File: src/rtl/memory_access_stage_pkg.sv
// -----------------------------------------------------------------------------
// GENERAL_DEFS
// Shared pipeline definitions: datapath widths, the writeback data-source
// selector, and the MEM-stage access-size and FSM-state enums. It also holds
// small helpers that turn an access size into an aligned address and
// byte-lane enables.
// -----------------------------------------------------------------------------
package GENERAL_DEFS;

  localparam int WORD       = 32;
  localparam int ADDR_WIDTH = 5;

  // Selects which value the writeback stage writes to the register file.
  typedef enum logic [1:0] {
    SRC_ALU       = 2'b00,
    SRC_MEM       = 2'b01,
    SRC_PC_PLUS_4 = 2'b10,
    SRC_IMM       = 2'b11
  } reg_file_data_source;

  typedef enum logic [1:0] {
    BYTE    = 2'b00,
    HALF    = 2'b01,
    WORD_SZ = 2'b10
  } mem_size_t;

  typedef enum logic {
    IDLE = 1'b0,
    REQ  = 1'b1
  } mem_stage_state_t;

  // The raw size encoding 2'b11 behaves as a word access.
  function automatic mem_size_t decode_size(input logic [1:0] raw);
    case (raw)
      2'b00:   return BYTE;
      2'b01:   return HALF;
      default: return WORD_SZ;
    endcase
  endfunction

  // Clear the address bits that fall below the access granule.
  function automatic logic [WORD-1:0] align_addr(input logic [WORD-1:0] addr,
                                                 input mem_size_t       size);
    logic [WORD-1:0] aligned;
    aligned = addr;
    case (size)
      HALF:    aligned[0]   = 1'b0;
      WORD_SZ: aligned[1:0] = 2'b00;
      default: aligned      = addr;
    endcase
    return aligned;
  endfunction

  function automatic logic [3:0] lane_enables(input mem_size_t  size,
                                              input logic [1:0] addr_lo);
    case (size)
      BYTE:    return 4'b0001 << addr_lo;
      HALF:    return addr_lo[1] ? 4'b1100 : 4'b0011;
      default: return 4'b1111;
    endcase
  endfunction

endpackage

File: src/rtl/memory_access_stage_load_extend.sv
// -----------------------------------------------------------------------------
// load_extend
// Combinational load formatter. It picks the addressed byte or halfword lane
// out of the memory read word and then zero- or sign-extends it. Word loads
// pass through unchanged.
//   size      : access size (BYTE / HALF / WORD_SZ)
//   is_signed : sign-extend sub-word results
//   addr_lo   : address bits [1:0] (lane select)
//   rdata     : raw data memory read word
//   data      : extended load result
// -----------------------------------------------------------------------------
module load_extend
  import GENERAL_DEFS::*;
(
  input  mem_size_t        size,
  input  logic             is_signed,
  input  logic [1:0]       addr_lo,
  input  logic [WORD-1:0]  rdata,
  output logic [WORD-1:0]  data
);

  logic [7:0]  byte_lane;
  logic [15:0] half_lane;

  always_comb begin
    // NOTE: every output of a combinational block gets a value on every path
    // (defaults first); otherwise synthesis infers a latch to hold it.
    byte_lane = rdata[8*addr_lo +: 8];
    half_lane = rdata[16*addr_lo[1] +: 16];
    data      = rdata;
    case (size)
      BYTE:    data = {{(WORD-8){is_signed & byte_lane[7]}}, byte_lane};
      HALF:    data = {{(WORD-16){is_signed & half_lane[15]}}, half_lane};
      default: data = rdata;
    endcase
  end

endmodule

File: src/rtl/memory_access_stage.sv
// -----------------------------------------------------------------------------
// memory_access_stage
// Pipeline MEM stage. Loads and stores go to the data memory over a req/ready
// handshake, and the upstream register is held through stall_o while an access
// is outstanding. If the memory does not answer within MAX_WAIT request
// cycles, the access is aborted with a one-cycle fault. All writeback-bound
// fields are registered onto the *_o outputs.
//
// Build option: MEM_ALIGN_CHECK_EN
//   defined   -> a misaligned half/word access raises a fault and issues no
//                request.
//   undefined -> the low address bits are cleared to force alignment.
//
// Ports
//   clk_i, reset_i            : clock, asynchronous active-high reset
//   is_valid_i .. reg_2_data_i: instruction from the execute/memory register
//   dmem_*_o / dmem_*_i       : data memory request / response
//   stall_o                   : combinational hold for the upstream register
//   *_o (writeback)           : registered fields for the writeback stage
//   fault_o                   : one-cycle fault, aligned with is_valid_o
// -----------------------------------------------------------------------------
module memory_access_stage
  import GENERAL_DEFS::*;
#(
  parameter int unsigned MAX_WAIT = 15
) (
  input  logic                      clk_i,
  input  logic                      reset_i,
  input  logic                      is_valid_i,
  input  logic                      mem_read_en_i,
  input  logic                      mem_write_en_i,
  input  logic [1:0]                mem_size_i,
  input  logic                      mem_signed_i,
  input  logic                      reg_file_write_en_i,
  input  reg_file_data_source       reg_file_data_source_i,
  input  logic [ADDR_WIDTH-1:0]     reg_dest_addr_i,
  input  logic                      branch_from_wb_i,
  input  logic [WORD-1:0]           alu_result_i,
  input  logic [WORD-1:0]           reg_2_data_i,
  output logic                      dmem_req_o,
  output logic                      dmem_we_o,
  output logic [WORD-1:0]           dmem_addr_o,
  output logic [WORD-1:0]           dmem_wdata_o,
  output logic [3:0]                dmem_be_o,
  input  logic                      dmem_ready_i,
  input  logic [WORD-1:0]           dmem_rdata_i,
  output logic                      stall_o,
  output logic                      is_valid_o,
  output logic                      reg_file_write_en_o,
  output logic                      branch_from_wb_o,
  output reg_file_data_source       reg_file_data_source_o,
  output logic [ADDR_WIDTH-1:0]     reg_dest_addr_o,
  output logic [WORD-1:0]           alu_result_o,
  output logic [WORD-1:0]           mem_data_o,
  output logic                      fault_o
);

  localparam int CNT_W = ($clog2(MAX_WAIT + 1) > 0) ? $clog2(MAX_WAIT + 1) : 1;

  mem_stage_state_t     state;
  logic [CNT_W-1:0]     wait_cnt;

  // Access captured in IDLE and held stable for the whole REQ phase.
  mem_size_t            lat_size;
  logic                 lat_signed;
  logic                 lat_we;
  logic [WORD-1:0]      lat_alu;
  logic [WORD-1:0]      lat_wdata;
  logic                 lat_rfwe;
  reg_file_data_source  lat_src;
  logic [ADDR_WIDTH-1:0] lat_dest;
  logic                 lat_branch;

  mem_size_t            size_in;
  logic                 mem_op;
  logic                 misaligned;
  logic                 align_fault;
  logic                 access_start;
  logic                 timeout;
  logic [WORD-1:0]      load_data;

  assign size_in = decode_size(mem_size_i);
  assign mem_op  = is_valid_i & (mem_read_en_i | mem_write_en_i);

`ifdef MEM_ALIGN_CHECK_EN
  assign misaligned = ((size_in == HALF)    &  alu_result_i[0]) |
                      ((size_in == WORD_SZ) & (|alu_result_i[1:0]));
`else
  assign misaligned = 1'b0;
`endif

  assign align_fault  = mem_op & misaligned;
  assign access_start = (state == IDLE) & mem_op & ~misaligned;
  assign timeout      = (state == REQ) & (wait_cnt == CNT_W'(MAX_WAIT));

  // Reset gates the combinational outputs too, so an outstanding request
  // and the stall vanish the moment reset asserts.
  assign dmem_req_o = ~reset_i & (state == REQ) & ~timeout;
  assign stall_o    = ~reset_i & (access_start | (dmem_req_o & ~dmem_ready_i));

  // Request payload comes only from captured state, never from the live
  // inputs, so it stays stable while the request is pending.
  assign dmem_we_o   = lat_we;
  assign dmem_addr_o = align_addr(lat_alu, lat_size);
  assign dmem_be_o   = lane_enables(lat_size, dmem_addr_o[1:0]);

  always_comb begin
    dmem_wdata_o = lat_wdata;
    case (lat_size)
      BYTE:    dmem_wdata_o = {4{lat_wdata[7:0]}};
      HALF:    dmem_wdata_o = {2{lat_wdata[15:0]}};
      default: dmem_wdata_o = lat_wdata;
    endcase
  end

  load_extend u_load_extend (
    .size      (lat_size),
    .is_signed (lat_signed),
    .addr_lo   (dmem_addr_o[1:0]),
    .rdata     (dmem_rdata_i),
    .data      (load_data)
  );

  // NOTE: clocked state uses non-blocking (<=) assignments so that every
  // flop samples the pre-edge values and the simulation matches the hardware.
  always_ff @(posedge clk_i or posedge reset_i) begin
    if (reset_i) begin
      state                  <= IDLE;
      wait_cnt               <= '0;
      lat_size               <= BYTE;
      lat_signed             <= 1'b0;
      lat_we                 <= 1'b0;
      lat_alu                <= '0;
      lat_wdata              <= '0;
      lat_rfwe               <= 1'b0;
      lat_src                <= SRC_ALU;
      lat_dest               <= '0;
      lat_branch             <= 1'b0;
      is_valid_o             <= 1'b0;
      reg_file_write_en_o    <= 1'b0;
      branch_from_wb_o       <= 1'b0;
      reg_file_data_source_o <= SRC_ALU;
      reg_dest_addr_o        <= '0;
      alu_result_o           <= '0;
      mem_data_o             <= '0;
      fault_o                <= 1'b0;
    end else if (state == IDLE) begin
      if (access_start) begin
        state               <= REQ;
        wait_cnt            <= '0;
        lat_size            <= size_in;
        lat_signed          <= mem_signed_i;
        lat_we              <= mem_write_en_i;
        lat_alu             <= alu_result_i;
        lat_wdata           <= reg_2_data_i;
        lat_rfwe            <= reg_file_write_en_i;
        lat_src             <= reg_file_data_source_i;
        lat_dest            <= reg_dest_addr_i;
        lat_branch          <= branch_from_wb_i;
        // Bubble toward writeback while the access is in flight.
        is_valid_o          <= 1'b0;
        reg_file_write_en_o <= 1'b0;
        fault_o             <= 1'b0;
      end else begin
        is_valid_o             <= is_valid_i;
        reg_file_write_en_o    <= reg_file_write_en_i & ~align_fault;
        branch_from_wb_o       <= branch_from_wb_i;
        reg_file_data_source_o <= reg_file_data_source_i;
        reg_dest_addr_o        <= reg_dest_addr_i;
        alu_result_o           <= alu_result_i;
        mem_data_o             <= '0;
        fault_o                <= align_fault;
      end
    end else begin
      // Timeout wins over a late ready: the request is already withdrawn.
      if (timeout || dmem_ready_i) begin
        state                  <= IDLE;
        is_valid_o             <= 1'b1;
        fault_o                <= timeout;
        reg_file_write_en_o    <= lat_rfwe & ~timeout;
        branch_from_wb_o       <= lat_branch;
        reg_file_data_source_o <= lat_src;
        reg_dest_addr_o        <= lat_dest;
        alu_result_o           <= lat_alu;
        mem_data_o             <= (timeout | lat_we) ? '0 : load_data;
      end else begin
        wait_cnt   <= wait_cnt + 1'b1;
        is_valid_o <= 1'b0;
        fault_o    <= 1'b0;
      end
    end
  end

endmodule

File: config.mk
export PLATFORM = sky130hd
export DESIGN_NAME = memory_access_stage
export DESIGN_NICKNAME = d
export VERILOG_FILES = /design/src/rtl/memory_access_stage_pkg.sv /design/src/rtl/memory_access_stage_load_extend.sv /design/src/rtl/memory_access_stage.sv
export SDC_FILE = /design/constraint.sdc
export NUM_CORES = 1
export LEC_CHECK = 0
export ABC_AREA = 1
export CAP_MARGIN = 15
export CORE_ASPECT_RATIO = 0.8
export CORE_MARGIN = 5
export CORE_UTILIZATION = 45
export DETAILED_ROUTE_END_ITERATION = 6
export HOLD_SLACK_MARGIN = 0.08
export PLACE_DENSITY = 0.79
export SYNTH_ARGS = -nofsm -noshare
export SYNTH_HDL_FRONTEND = slang
export SYNTH_SLANG_ARGS = --single-unit
File: constraint.sdc
create_clock -name clk_i -period 7.55 [get_ports clk_i]
set_input_delay 2.265 -clock clk_i [delete_from_list [all_inputs] [get_ports clk_i]]
set_output_delay 2.265 -clock clk_i [all_outputs]
set_load 0.01 [all_outputs]
Yosys cells after proc, flatten, opt, wreduce, memory -nomap -nowiden. Index checks and enable logic that the tools add are counted.

Register bits: 157. Input port bits: 114. Output and inout port bits: 146. Word-level logic and storage cells: 92.

Add/subtract/negate cells: 1. Equality and inequality tests: 7. Shift operators: 3. Multiplexer cells: 37. Bitwise operators: 17. Reduce and logical (&&, ||, !) cells: 8.

Operators with widths (count): $mux 32 (7); $pmux 32 s2 (2); $shiftx 32x6->16 (1); $shiftx 32x6->8 (1); $mux 1 (16); $mux 4 (4); $mux 5 (3); $and 1x1->1 (10); $pmux 4 s2 (1); $mux 2 (3); $reduce_and 2->1 (3); $add 4x1->4 const B (1); $eq 2x1->1 const B (2); $eq 4x4->1 const B (1); $logic_not 2->1 (2); $ne 2x2->1 const B (2); $not 1->1 (4); $pmux 2 s2 (1); $shl 1x2->4 const A (1); $or 1x1->1 (3); $eq 2x2->1 const B (1); $ne 2x1->1 const B (1); $reduce_bool 2->1 (1); $reduce_or 2->1 (1); $logic_or 1x1->1 (1).

Logic depth before layout (Yosys ltp).
Depth in word-level cells: 9. Gate-level depth with buffers: 13. Gate-level depth less buffers: 12.

By module. A second synthesis with hierarchy kept.

Cell total of the unflattened synthesis: 1002. Area total of the unflattened synthesis: 8445.6 sq um.

Modules (own cells, without submodules): memory_access_stage (times used 1, cells an instance 849, area each 7524.7 sq um, sequential area each 3928.8 sq um); load_extend (times used 1, cells an instance 153, area each 920.9 sq um, sequential area each 0.0 sq um).

Worst setup path after synthesis. Ideal clock, no wire load.

Path type: in2out. From: input port mem_write_en_i. To: output port stall_o. Arrival: 3092 ps. Required time: 5285 ps. Setup slack: 2193 ps. Stages on the path: 6. Path buffers: 1. Cells stage by stage: or2_2 > nand3_2 > nand2_2 > inv_2 > buf_6 > nor2_1.

Longest elaborated chain between the ends: 5.

Ends and longest elaborated chain: from (decl) (line memory_access_stage.sv:31) `input logic mem_write_en_i,`; $or 1x1->1 (line memory_access_stage.sv:83) `assign mem_op = is_valid_i & (mem_read_en_i | mem_write_en_i);`; $and 1x1->1 (line memory_access_stage.sv:83); $and 1x1->1 (line memory_access_stage.sv:93) `assign access_start = (state == IDLE) & mem_op & ~misaligned;`; $or 1x1->1 (line memory_access_stage.sv:99) `assign stall_o = ~reset_i & (access_start | (dmem_req_o & ~dmem_ready_i));`; $and 1x1->1 (line memory_access_stage.sv:99); to (decl) (line memory_access_stage.sv:47) `output logic stall_o,`.

No other way between the ends.

Final worst setup path. Same ends and word-level chain as after synthesis.

==> flow_summary.json <==
{
  "synthCells": 997,
  "max_freq_mhz": 164,
  "cp_max_fo": 4,
  "crit_arrival_ns": 3.82,
  "fp.dieW_um": 157,
  "hold_violations": 0,
  "synth-seq-area-share_pct": 50.5,
  "root_buffer": "clkbuf_16",
  "vias_per_cell": 4.95,
  "antennaDiodeCount": 0,
  "ios": 260,
  "area_growth_syn_to_layout_pct": 37.6,
  "cpMostUsedCell": "clkdlybuf4s50_1",
  "clk_pin_slew_worst_paths_ns": 0.06,
  "power_mw": 3.06,
  "multi_input_area_sq_um": 2890,
  "peakVddDrop_v": 0.000172,
  "worst_clock_skew_ns": 0.0103,
  "cp.buffers_inverters": 3,
  "min_period_over_period_pct": 80.6,
  "critPathMaxStageDelay_ns": 0.55,
  "startpoint": "mem_write_en_i",
  "finalCriticalPeriod_ns": 6.09,
  "synth_top_flop_cell": "dfrtp_1",
  "route.detailed.wl_per_inst_um": 16.3,
  "cts_buffers": 17,
  "place_congestion": 0.938,
  "syn_area_sq_um": 7780,
  "clock_path_buffers": 2,
  "drive_gt1_share_pct": 4.15,
  "finalNonFillerCells": 1429,
  "post-route-drc-count": 0,
  "crit_slowest_cell": "clkdlybuf4s50_1",
  "rsz0062_at_grt": "no",
  "avgSynthCellArea_sq_um": 7.80,
  "crit_end": "stall_o",
  "post_cts_buffers": 0,
  "synth.most_common_cell": "nand2_1",
  "fill_cells": 1472,
  "async_flop_share_pct": 100,
  "path_class": "input pin to output pin",
  "cts_max_level": 4,
  "drv_slew": 0,
  "antenna_found_initial": 0,
  "synth_area_leaders": "dfrtp_1 (50%), nand2_1 (19%), o21ai_0 (6.2%), inv_1 (4.7%), o211ai_1 (4.3%)",
  "design_area_sq_um": 10700,
  "relSlewSlack_pct": 35.7,
  "place_ws_ns": 1.47,
  "grt_pass1_vias": 6920,
  "grt_pass1_wl_um": 37000,
  "powerDensity_nw_per_um2": 286,
  "placed_cell_area_sq_um": 10100,
  "hp-class": "flip-flop to flip-flop",
  "synth_cell_type_count": 26,
  "reg2reg_slack_ns": 4.71,
  "vias": 7075,
  "synth_top_cell_by_area": "dfrtp_1",
  "cts_hold_buf": 0,
  "maxCapViolCount": 0,
  "ys_seq_elements": 157,
  "coreArea_sq_um": 17200,
  "track_usage_pct": 23.3,
  "clk_latency_ns": 0.42,
  "port_buffers": 259,
  "initial_core_util_pct": 45.3,
  "cts.sinks": 157,
  "wirelength_um": 23300,
  "dp_hpwl_um": 16400,
  "cts_tree": "done",
  "ctsResizeCount": 0,
  "initialDrtViolationCount": 484,
  "ys_warn_count": 0,
  "p_leak_nw": 5.23,
  "synthTopCellsByCount": "nand2_1 (388), dfrtp_1 (157), inv_1 (98)",
  "die_h_um": 128,
  "first_pass_iters": 5,
  "status": "completed",
  "synth_top_area_share_pct": 50.5,
  "postRouteAntennaNets": 0,
  "setup_viol": 0,
  "fin_nets": 1310,
  "tns_ns": 0,
  "critPathLaunchType": "input pin",
  "syn_nets": 1115,
  "r2r_cells": 9,
  "dp.cells": 1398,
  "path_cells": "clkdlybuf4s50_1, or2_2, nand3_4, nand2_2, inv_2, nor2_1, clkdlybuf4s50_1",
  "reg2reg_to": "mem_data_o[7]$_DFFE_PP0P_",
  "grt_overflow": 0,
  "worst-path-stages": 7,
  "grt_start_max_net_pins": 109,
  "row_count": 43,
  "cpLargestDelayFamily": "buffers and inverters",
  "r2r-start": "lat_size[1]$_DFFE_PP0P_",
  "setup_ws_ns": 1.46,
  "cp_data_required_time_ns": 5.29,
  "synth_edf_count": 0,
  "seq_area_sq_um": 3930,
  "cp-end-kind": "output pin",
  "dieArea_sq_um": 20000,
  "worstMarginPinSlew_ns": 0.965
}
==> registers in the layout, indices dropped and copies added, names as in the netlist, 2 cells and up <==
name and count:
alu_result_o 32, lat_alu 32, lat_dest 5, lat_size 2
lat_src 2, lat_wdata 32, mem_data_o 32, reg_dest_addr_o 5
reg_file_data_source_o 2, wait_cnt 4
==> cell type report <==
cell class | count | area share [%]
Clock inverter | 11 | 1.34
Multi-Input combinational cell | 649 | 27.0
Tap cell | 225 | 2.63
Sequential cell | 157 | 36.7
Inverter | 102 | 3.62
Timing Repair Buffer | 265 | 24.6
Clock buffer | 20 | 4.08
==> placed cells by master (no fill, tap or decap), drive strengths merged <==
| cell type | count |
|---|---|
| clkinv | 7 |
| a21oi | 12 |
| or2 | 1 |
| a31oi | 2 |
| clkinvlp | 1 |
| nand2 | 394 |
| o211ai | 45 |
| dfrtp | 157 |
| inv | 102 |
| o22ai | 8 |
| clkbuf | 20 |
| clkdlybuf4s50 | 259 |
| nor2 | 61 |
| bufinv | 3 |
| ha | 4 |
| nand3 | 26 |
| buf | 6 |
| o21ai | 96 |
==> worst min path at each step <==
| stage | from | slack, ns | cells after the start | endpoint |
|---|---|---|---|---|
| after floorplan | lat_wdata[16]$_DFFE_PP0P_ | 0.45 | 2 | lat_wdata[16]$_DFFE_PP0P_ |
| after global placement | lat_wdata[22]$_DFFE_PP0P_ | 0.46 | 2 | lat_wdata[22]$_DFFE_PP0P_ |
| after detailed placement | alu_result_o[31]$_DFFE_PP0P_ | 0.46 | 2 | alu_result_o[31]$_DFFE_PP0P_ |
| after CTS | mem_data_o[26]$_DFFE_PP0P_ | 0.48 | 2 | mem_data_o[26]$_DFFE_PP0P_ |
| after global routing | mem_data_o[26]$_DFFE_PP0P_ | 0.49 | 2 | mem_data_o[26]$_DFFE_PP0P_ |
| final | mem_data_o[18]$_DFFE_PP0P_ | 0.48 | 2 | mem_data_o[18]$_DFFE_PP0P_ |
==> layer usage <==
| metal | track usage, % | routed length (um) |
|---|---|---|
| met1 | 31.4 | 9860 |
| met2 | 35.5 | 10400 |
| met3 | 8.36 | 2430 |
| met4 | 7.13 | 528 |
| met5 | 0 | 0 |
==> worst reg2reg max path, delay by kind of cell (launching register included) <==
| kind | cells | cell delay [ns] |
|---|---|---|
| compound gates | 1 | 0.16 |
| fa+ha+maj | 1 | 0.43 |
| buf+inv | 3 | 0.87 |
| flops | 1 | 0.57 |
| simple gates | 4 | 0.70 |
==> cell families after synthesis <==
family,count (synthesis),synth area share [%]
simple gates,482,24.3
compound gates,163,12.1
buf+inv,191,12.4
fa+ha+maj,4,0.643
flops,157,50.5
==> where the power goes <==
group	switching [mW]	total (mW)	internal [mW]
logic	0.554	1.06	0.508
registers	0.121	1.14	1.02
clock network	0.342	0.860	0.518
total	1.02	3.06	2.05
==> through the flow <==
stage          util, %  hold slack (ns)
2_1_floorplan        -            0.449
3_3_place_gp      59.0            0.461
3_5_place_dp      59.0            0.464
4_1_cts           62.4            0.481
5_1_grt           62.4            0.490
6_report          62.4            0.476
(Power assumes the default switching activity.)
